`config.mk`:
```
export PLATFORM = sky130hd
export DESIGN_NAME = cla_nibble_sequencer
export DESIGN_NICKNAME = d
export VERILOG_FILES = /design/src/rtl/cla_nibble_sequencer.sv
export SDC_FILE = /design/constraint.sdc
export NUM_CORES = 1
export LEC_CHECK = 0
export CELL_PAD_IN_SITES_DETAIL_PLACEMENT = 1
export CELL_PAD_IN_SITES_GLOBAL_PLACEMENT = 2
export CORE_MARGIN = 1.5
export CORE_UTILIZATION = 30
export DETAILED_ROUTE_END_ITERATION = 8
export GPL_TIMING_DRIVEN = 0
export PLACE_DENSITY = 0.91
export SETUP_SLACK_MARGIN = 0.05
export SLEW_MARGIN = 20
export SYNTH_ARGS = -nofsm -noshare
export SYNTH_HDL_FRONTEND = slang
export SYNTH_SLANG_ARGS = --single-unit
```
`constraint.sdc`:
```
create_clock -name clk -period 3.05 [get_ports clk]
set_input_delay 0.61 -clock clk [delete_from_list [all_inputs] [get_ports clk]]
set_output_delay 0.61 -clock clk [all_outputs]
set_load 0.01 [all_outputs]
```
`src/rtl/cla_nibble_sequencer.sv`:
```
// Sequences a DW-bit add/subtract through one external 4-bit CLA slice, one nibble per cycle.
// Optional macro CLA_SEQ_SAT_EN clamps overflowed results to the signed min/max.
module cla_nibble_sequencer #(
    parameter int unsigned DW = 16
) (
    input  logic          clk,
    input  logic          rst_n,
    input  logic          req_valid,
    output logic          req_ready,
    input  logic [DW-1:0] req_a,
    input  logic [DW-1:0] req_b,
    input  logic          req_sub,
    output logic          rsp_valid,
    input  logic          rsp_ready,
    output logic [DW-1:0] rsp_sum,
    output logic          rsp_ovfl,
    output logic          rsp_zero,
    output logic          rsp_neg,
    output logic          busy,
    output logic [3:0]    slice_a,
    output logic [3:0]    slice_b,
    output logic          slice_cin,
    input  logic [3:0]    slice_sum
);

    localparam int unsigned NN   = DW / 4;
    localparam int unsigned CntW = $clog2(NN);
    localparam int unsigned IdxW = CntW + 2;
    localparam logic [CntW-1:0] LastCnt = CntW'(NN - 1);

    typedef enum logic [1:0] {StIdle, StBusy, StDone} state_t;

    state_t          r_state;
    logic [DW-1:0]   r_a;
    logic [DW-1:0]   r_b;
    logic [DW-1:0]   r_sum;
    logic            r_carry;
    logic [CntW-1:0] r_cnt;
    logic            r_ovfl;
    logic            r_zero;
    logic            r_neg;

    logic [IdxW-1:0] w_idx;
    logic [3:0]      w_a_nib;
    logic [3:0]      w_b_nib;
    logic            w_cout;
    logic [DW-1:0]   w_final;
    logic            w_ovfl;
    logic [DW-1:0]   w_result;
    logic            w_last;

    always_comb begin
        w_idx   = {r_cnt, 2'b00};
        w_a_nib = r_a[w_idx +: 4];
        w_b_nib = r_b[w_idx +: 4];
        w_last  = (r_cnt == LastCnt);
        // Slice carry-out recovered from the operand MSBs and the sum MSB.
        w_cout  = (w_a_nib[3] & w_b_nib[3]) | ((w_a_nib[3] ^ w_b_nib[3]) & ~slice_sum[3]);
        w_final = r_sum;
        w_final[w_idx +: 4] = slice_sum;
        w_ovfl  = (r_a[DW-1] == r_b[DW-1]) & (slice_sum[3] != r_a[DW-1]);
`ifdef CLA_SEQ_SAT_EN
        if (w_ovfl) begin
            w_result = r_a[DW-1] ? {1'b1, {(DW-1){1'b0}}} : {1'b0, {(DW-1){1'b1}}};
        end else begin
            w_result = w_final;
        end
`else
        w_result = w_final;
`endif
    end

    assign req_ready = (r_state == StIdle);
    assign busy      = (r_state == StBusy);
    assign rsp_valid = (r_state == StDone);
    assign rsp_sum   = r_sum;
    assign rsp_ovfl  = r_ovfl;
    assign rsp_zero  = r_zero;
    assign rsp_neg   = r_neg;
    assign slice_a   = busy ? w_a_nib : 4'b0;
    assign slice_b   = busy ? w_b_nib : 4'b0;
    assign slice_cin = busy ? r_carry : 1'b0;

    always_ff @(posedge clk) begin
        if (!rst_n) begin
            r_state <= StIdle;
            r_a     <= '0;
            r_b     <= '0;
            r_sum   <= '0;
            r_carry <= 1'b0;
            r_cnt   <= '0;
            r_ovfl  <= 1'b0;
            r_zero  <= 1'b0;
            r_neg   <= 1'b0;
        end else begin
            unique case (r_state)
                StIdle: begin
                    if (req_valid) begin
                        r_a     <= req_a;
                        r_b     <= req_sub ? ~req_b : req_b;
                        r_carry <= req_sub;
                        r_cnt   <= '0;
                        r_state <= StBusy;
                    end
                end
                StBusy: begin
                    r_carry <= w_cout;
                    if (w_last) begin
                        r_sum   <= w_result;
                        r_ovfl  <= w_ovfl;
                        r_zero  <= (w_result == '0);
                        r_neg   <= w_result[DW-1];
                        r_cnt   <= '0;
                        r_state <= StDone;
                    end else begin
                        r_sum   <= w_final;
                        r_cnt   <= r_cnt + CntW'(1);
                    end
                end
                StDone: begin
                    if (rsp_ready) begin
                        r_state <= StIdle;
                    end
                end
                default: r_state <= StIdle;
            endcase
        end
    end

endmodule

```
==> Yosys cells after proc, flatten, opt, wreduce, memory -nomap -nowiden <==
Index checks and enable logic that the tools add are counted.
{ "word_totals": {"register_bits": 56, "latch_bits": 0, "ram_bits": 0, "mem_bits_ro": 0, "input_bits": 41, "out_inout_bits": 31, "word_cells": 51, "memories": 0} }
{ "classes": {"n_addsub": 2, "n_mul": 0, "div_mod_pow": 0, "order_cmp": 0, "n_eq_ne": 8, "shift": 4, "muxes": 14, "n_bitwise": 7, "reduce_logical": 7} }
{ "op_table": {"columns": ["cell", "count"], "rows": [
  ["$shiftx A16 B5 Y4", 2],
  ["$bwmux W16", 1],
  ["$logic_not A16 Y1", 1],
  ["$mux W16", 1],
  ["$not A16 Y16", 1],
  ["$shift A4 B6 Y16 const A", 1],
  ["$shiftx A4 B6 Y16", 1],
  ["$mux W2", 5],
  ["$mux W4", 2],
  ["$neg A4 Y6", 1],
  ["$pmux W2 S3", 1],
  ["$reduce_and A2 Y1", 3],
  ["$eq A2 B2 Y1 const B", 2],
  ["$ne A2 B1 Y1 const B", 2],
  ["$pmux W2 S2", 1],
  ["$and A1 B1 Y1", 3],
  ["$reduce_and A3 Y1", 1],
  ["$add A2 B1 Y2 const B", 1],
  ["$eq A2 B1 Y1 const B", 1],
  ["$logic_not A2 Y1", 1],
  ["$mux W1", 2],
  ["$ne A2 B2 Y1 const B", 1],
  ["$pmux W1 S2", 1],
  ["$reduce_bool A2 Y1", 1],
  ["5 further kinds", 5]
]} }

==> Logic depth before layout (Yosys ltp) <==
{ "logic_depth": {"depth_word": 5, "ltp_mapped": 9, "mapped_depth_nobuf": 6} }

==> Worst setup path before layout <==
Ideal clock, no wire load.
{ "synth_path": {"path_type": "register -> register", "startpoint": "register r_cnt[1]", "endpoint": "register r_sum[10] (netlist: rsp_sum[10])", "setup_time_ns": 0.070, "t_arrival_ns": 1.979, "required_time_ns": 2.980, "path_slack_ns": 1.001, "path_stages_with_launch": 8, "path_buffers": 1, "synth_period_minus_slack_ns": 2.049, "cell_sequence": "dfxtp_1 clkbuf_1 inv_1 ha_1 or3b_1 nor2_1 nand4_1 a21oi_1"} }
{ "synth_via": {"elab_chain_cells": 3, "elab_cells_between_ends": 4, "classes_between": "1 x add/sub; 2 x shift; 1 x mux"} }
{ "synth_lines": {"columns": ["item", "line_no", "rtl"], "rows": [
  ["from (decl)", "38", "logic [CntW-1:0] r_cnt;"],
  ["from (signal assigned)", "117", "r_cnt <= r_cnt + CntW'(1);"],
  ["$neg A4 Y6 (*)", "60", "w_final[w_idx +: 4] = slice_sum;"],
  ["$shiftx A4 B6 Y16 or $shift A4 B6 Y16 (tied branches)", "60", null],
  ["$bwmux W16 (*)", "60", null],
  ["to (signal assigned)", "109", "r_sum <= w_result;"],
  ["to (signal assigned)", "116", "r_sum <= w_final;"],
  ["to (decl)", "36", "logic [DW-1:0] r_sum;"]
]} }
Every way passes the cells marked *; elsewhere a longest branch is shown, timed or not.
A chain may end at the register's enable or synchronous reset.

==> Worst setup path after layout <==
{ "layout_path": {"startpoint": "register r_cnt[0]", "endpoint": "output port slice_b[1]"} }
{ "layout_via": {"elab_chain_cells": 2} }
{ "layout_lines": {"columns": ["item", "line_no", "rtl"], "rows": [
  ["$shiftx A16 B5 Y4", "55", "w_b_nib = r_b[w_idx +: 4];"],
  ["$mux W4", "81", "assign slice_b = busy ? w_b_nib : 4'b0;"],
  ["to (decl)", "21", "output logic [3:0] slice_b,"]
]} }
Every way passes these cells.

==> qor.yml <==
min_path_cells: 2
end_kind: "primary output"
hold_path_class: "reg2reg"
clkLatencyLatePin_ns: 0.31
route.vias.total: 2529
rows: 34
slew-limit-headroom: 0.6351
yosysSeqAreaShare: 0.4150
clock_sinks: 56
antenna_found_initial: 0
status: "finished, final reports clean"
grt.total_usage: 0.1616
setup_tns_ns: 0
start_util: 0.3098
clkSlewWorstSetupHoldPaths_ns: 0.10
cellLeakagePower_nw: 1.272
io_pins: 72
wl_per_cell_um: 15.71
clockBufferDepth: 2
fmax_ghz: 0.3506
tightest_slew_ns: 0.5474
place_hpwl_um: 5947
yosys_warnings: 0
postCtsHoldBufs: 0
avgSynthCellArea_um2: 8.603
grt_pass1_wl_um: 12570
slew_viol_final: 0
routabilityCongestion: 0.7933
netlist-cell-type-count: 39
skew_ns: 0.007367
netlist_instances: 314
required_ns: 2.44
numPortBuffers: 69
cts_root_buffer: "clkbuf_8"
crit_path_max_fanout: 10
stdcell_count: 499
drive_gt1_frac: 0.09719
synthTopCellsByCount: "dfxtp_1 (56), nand2_1 (50), nor2_1 (39)"
grt_max_degree: 19
synth_area_leaders: "dfxtp_1 (42%), nand2_1 (6.9%), mux4_2 (6.7%)"
p_int_mw: 1.094
start_kind: "register"
fin_crit_ns: 2.852
area_delta_synth_final_pct: 34.23
dieArea_mm2: 0.009582
numCtsBuffers: 5
drc_errors: 0
yosys_register_bits: 56
rsz0062_at_grt: "no"
power_frac_comb: 0.209
switchingPower_mw: 0.4378
ys.flop_type: "dfxtp_1"
fin_crit_sh: 0.9350
drt_iter0_drc: 72
routed_wl_um: 7837
setup_viol: 0
rr_worst_depth: 8
grt_overflow_total: 0
synth_edf_count: 0
yosysTopAreaCellShare: 0.4150
cts.htree.levels: 2
core_area_mm2: 0.008721
grt_pass1_vias: 2558
fp.dieH_um: 97.89
path_class: "reg2out"
clockPowerShare: 0.272
synth_async_sr_flop_share: 0
maxCapViolCount: 0
ir_worst_vdd_mv: 0.2025
final_antenna_net_count: 0
p_seq_frac: 0.520
nets: 438
vias_per_cell: 5.068
hold_violations: 0
post_cts_buffers: 0
syn-num-nets: 362
dp.cells: 491
power_density_mw_per_mm2: 422.4
synth_most_common_cell: "dfxtp_1"
cts_tree: "done"
firstDrtPassIters: 4
syn_area_mm2: 0.002701
swShare: 0.2858
yosysTopAreaCell: "dfxtp_1"
cp.arrival_ns: 2.24
antenna-diode-count: 0
fp.dieW_um: 97.89
[critical path, cell delays in order, from the launching register on]
cell and delay [ns]:
dfxtp_2 0.38, buf_6 0.16, buf_4 0.22, mux4_2 0.51, and2_1 0.18, clkdlybuf4s50_1 0.48
[cells by family after synthesis]
logic type	count (synthesis)	synth area share
adders and majority gates	7	0.03242
AOI/OAI and AO/OA	65	0.1533
and+or+nand+nor	130	0.2214
muxes	10	0.07457
DFF	56	0.4150
xor gates and xnor gates	16	0.05187
buffers and inverters	30	0.05141
[power groups by stage]
stage          Sequential [mW]  Combinational (mW)  Clock (mW)
4_1_cts                  0.796               0.321       0.434
3_3_place_gp             0.810               0.313           0
3_5_place_dp             0.813               0.320           0
2_1_floorplan            0.806               0.187           0
6_report                 0.796               0.320       0.416
5_1_grt                  0.801               0.349       0.463
[final cells by class]
type | count | area, µm²
Clock buffer | 5 | 68.82
Timing Repair Buffer | 69 | 690.7
Sequential cell | 56 | 1122
Clock inverter | 3 | 22.52
Fill cell | 1033 | 5095
Multi-Input combinational cell | 228 | 1441
Tap cell | 108 | 135.1
Buffer | 24 | 118.9
Inverter | 6 | 26.28
[state kept, by name (all words and copies together), names as in the netlist]
signal / flops
r_carry: 1
r_a: 16
r_cnt: 2
rsp_sum: 16
rsp_neg: 1
rsp_ovfl: 1
rsp_zero: 1
r_state: 2
r_b: 16
[layer usage]
layer,up-vias,GRT usage,share of wire
met1,1221,0.2164,0.47
met2,56,0.2753,0.49
met3,2,0.02792,0.039
met5,-,0,0
li1,1250,-,-
met4,0,0.03077,0.0051
[through the flow]
step | setup WS (ns) | area, µm² | power [mW] | hold slack, ns | util
3_5_place_dp | 0.3986 | 3527 | 1.132 | 0.4512 | 0.4044
2_1_floorplan | 1.001 | 2701 | 0.9932 | 0.4331 | -
4_1_cts | 0.07551 | 3620 | 1.551 | 0.4665 | 0.4151
3_3_place_gp | 0.3648 | 3527 | 1.123 | 0.4421 | 0.4044
6_report | 0.1981 | 3626 | 1.532 | 0.4624 | 0.4158
5_1_grt | 0.09435 | 3626 | 1.614 | 0.4871 | 0.4158
[final timing paths]
| kind | startpoint | endpoint | slack (ns) |
|---|---|---|---|
| setup / recovery | r_cnt[0] | slice_b[1] | 0.20 |
| hold / removal | r_a[14] | r_a[14] | 0.46 |
| setup reg to reg | r_cnt[0] | rsp_sum[6] | 0.64 |
| hold reg to reg | r_a[14] | r_a[14] | 0.46 |
[what timing repair did]
action                     CTS  global route
setup endpoints to repair    8             8
resized for setup            1             4
pin swaps                    0             0
[cells in the final DEF, fill, tap and decap left out, drive strengths merged, types with 6 or more instances in the layout]
cell type,synthesis,layout
nand2,50,50
and2,11,11
clkbuf,10,15
clkdlybuf4s50,0,69
nand4,9,9
ha,7,7
dfxtp,56,56
a211oi,19,19
mux4,8,8
a21oi,27,27
nor2,39,39
inv,5,6
a22oi,6,6
buf,14,14
xnor2,16,16
Power figures use the tool's default switching activity.
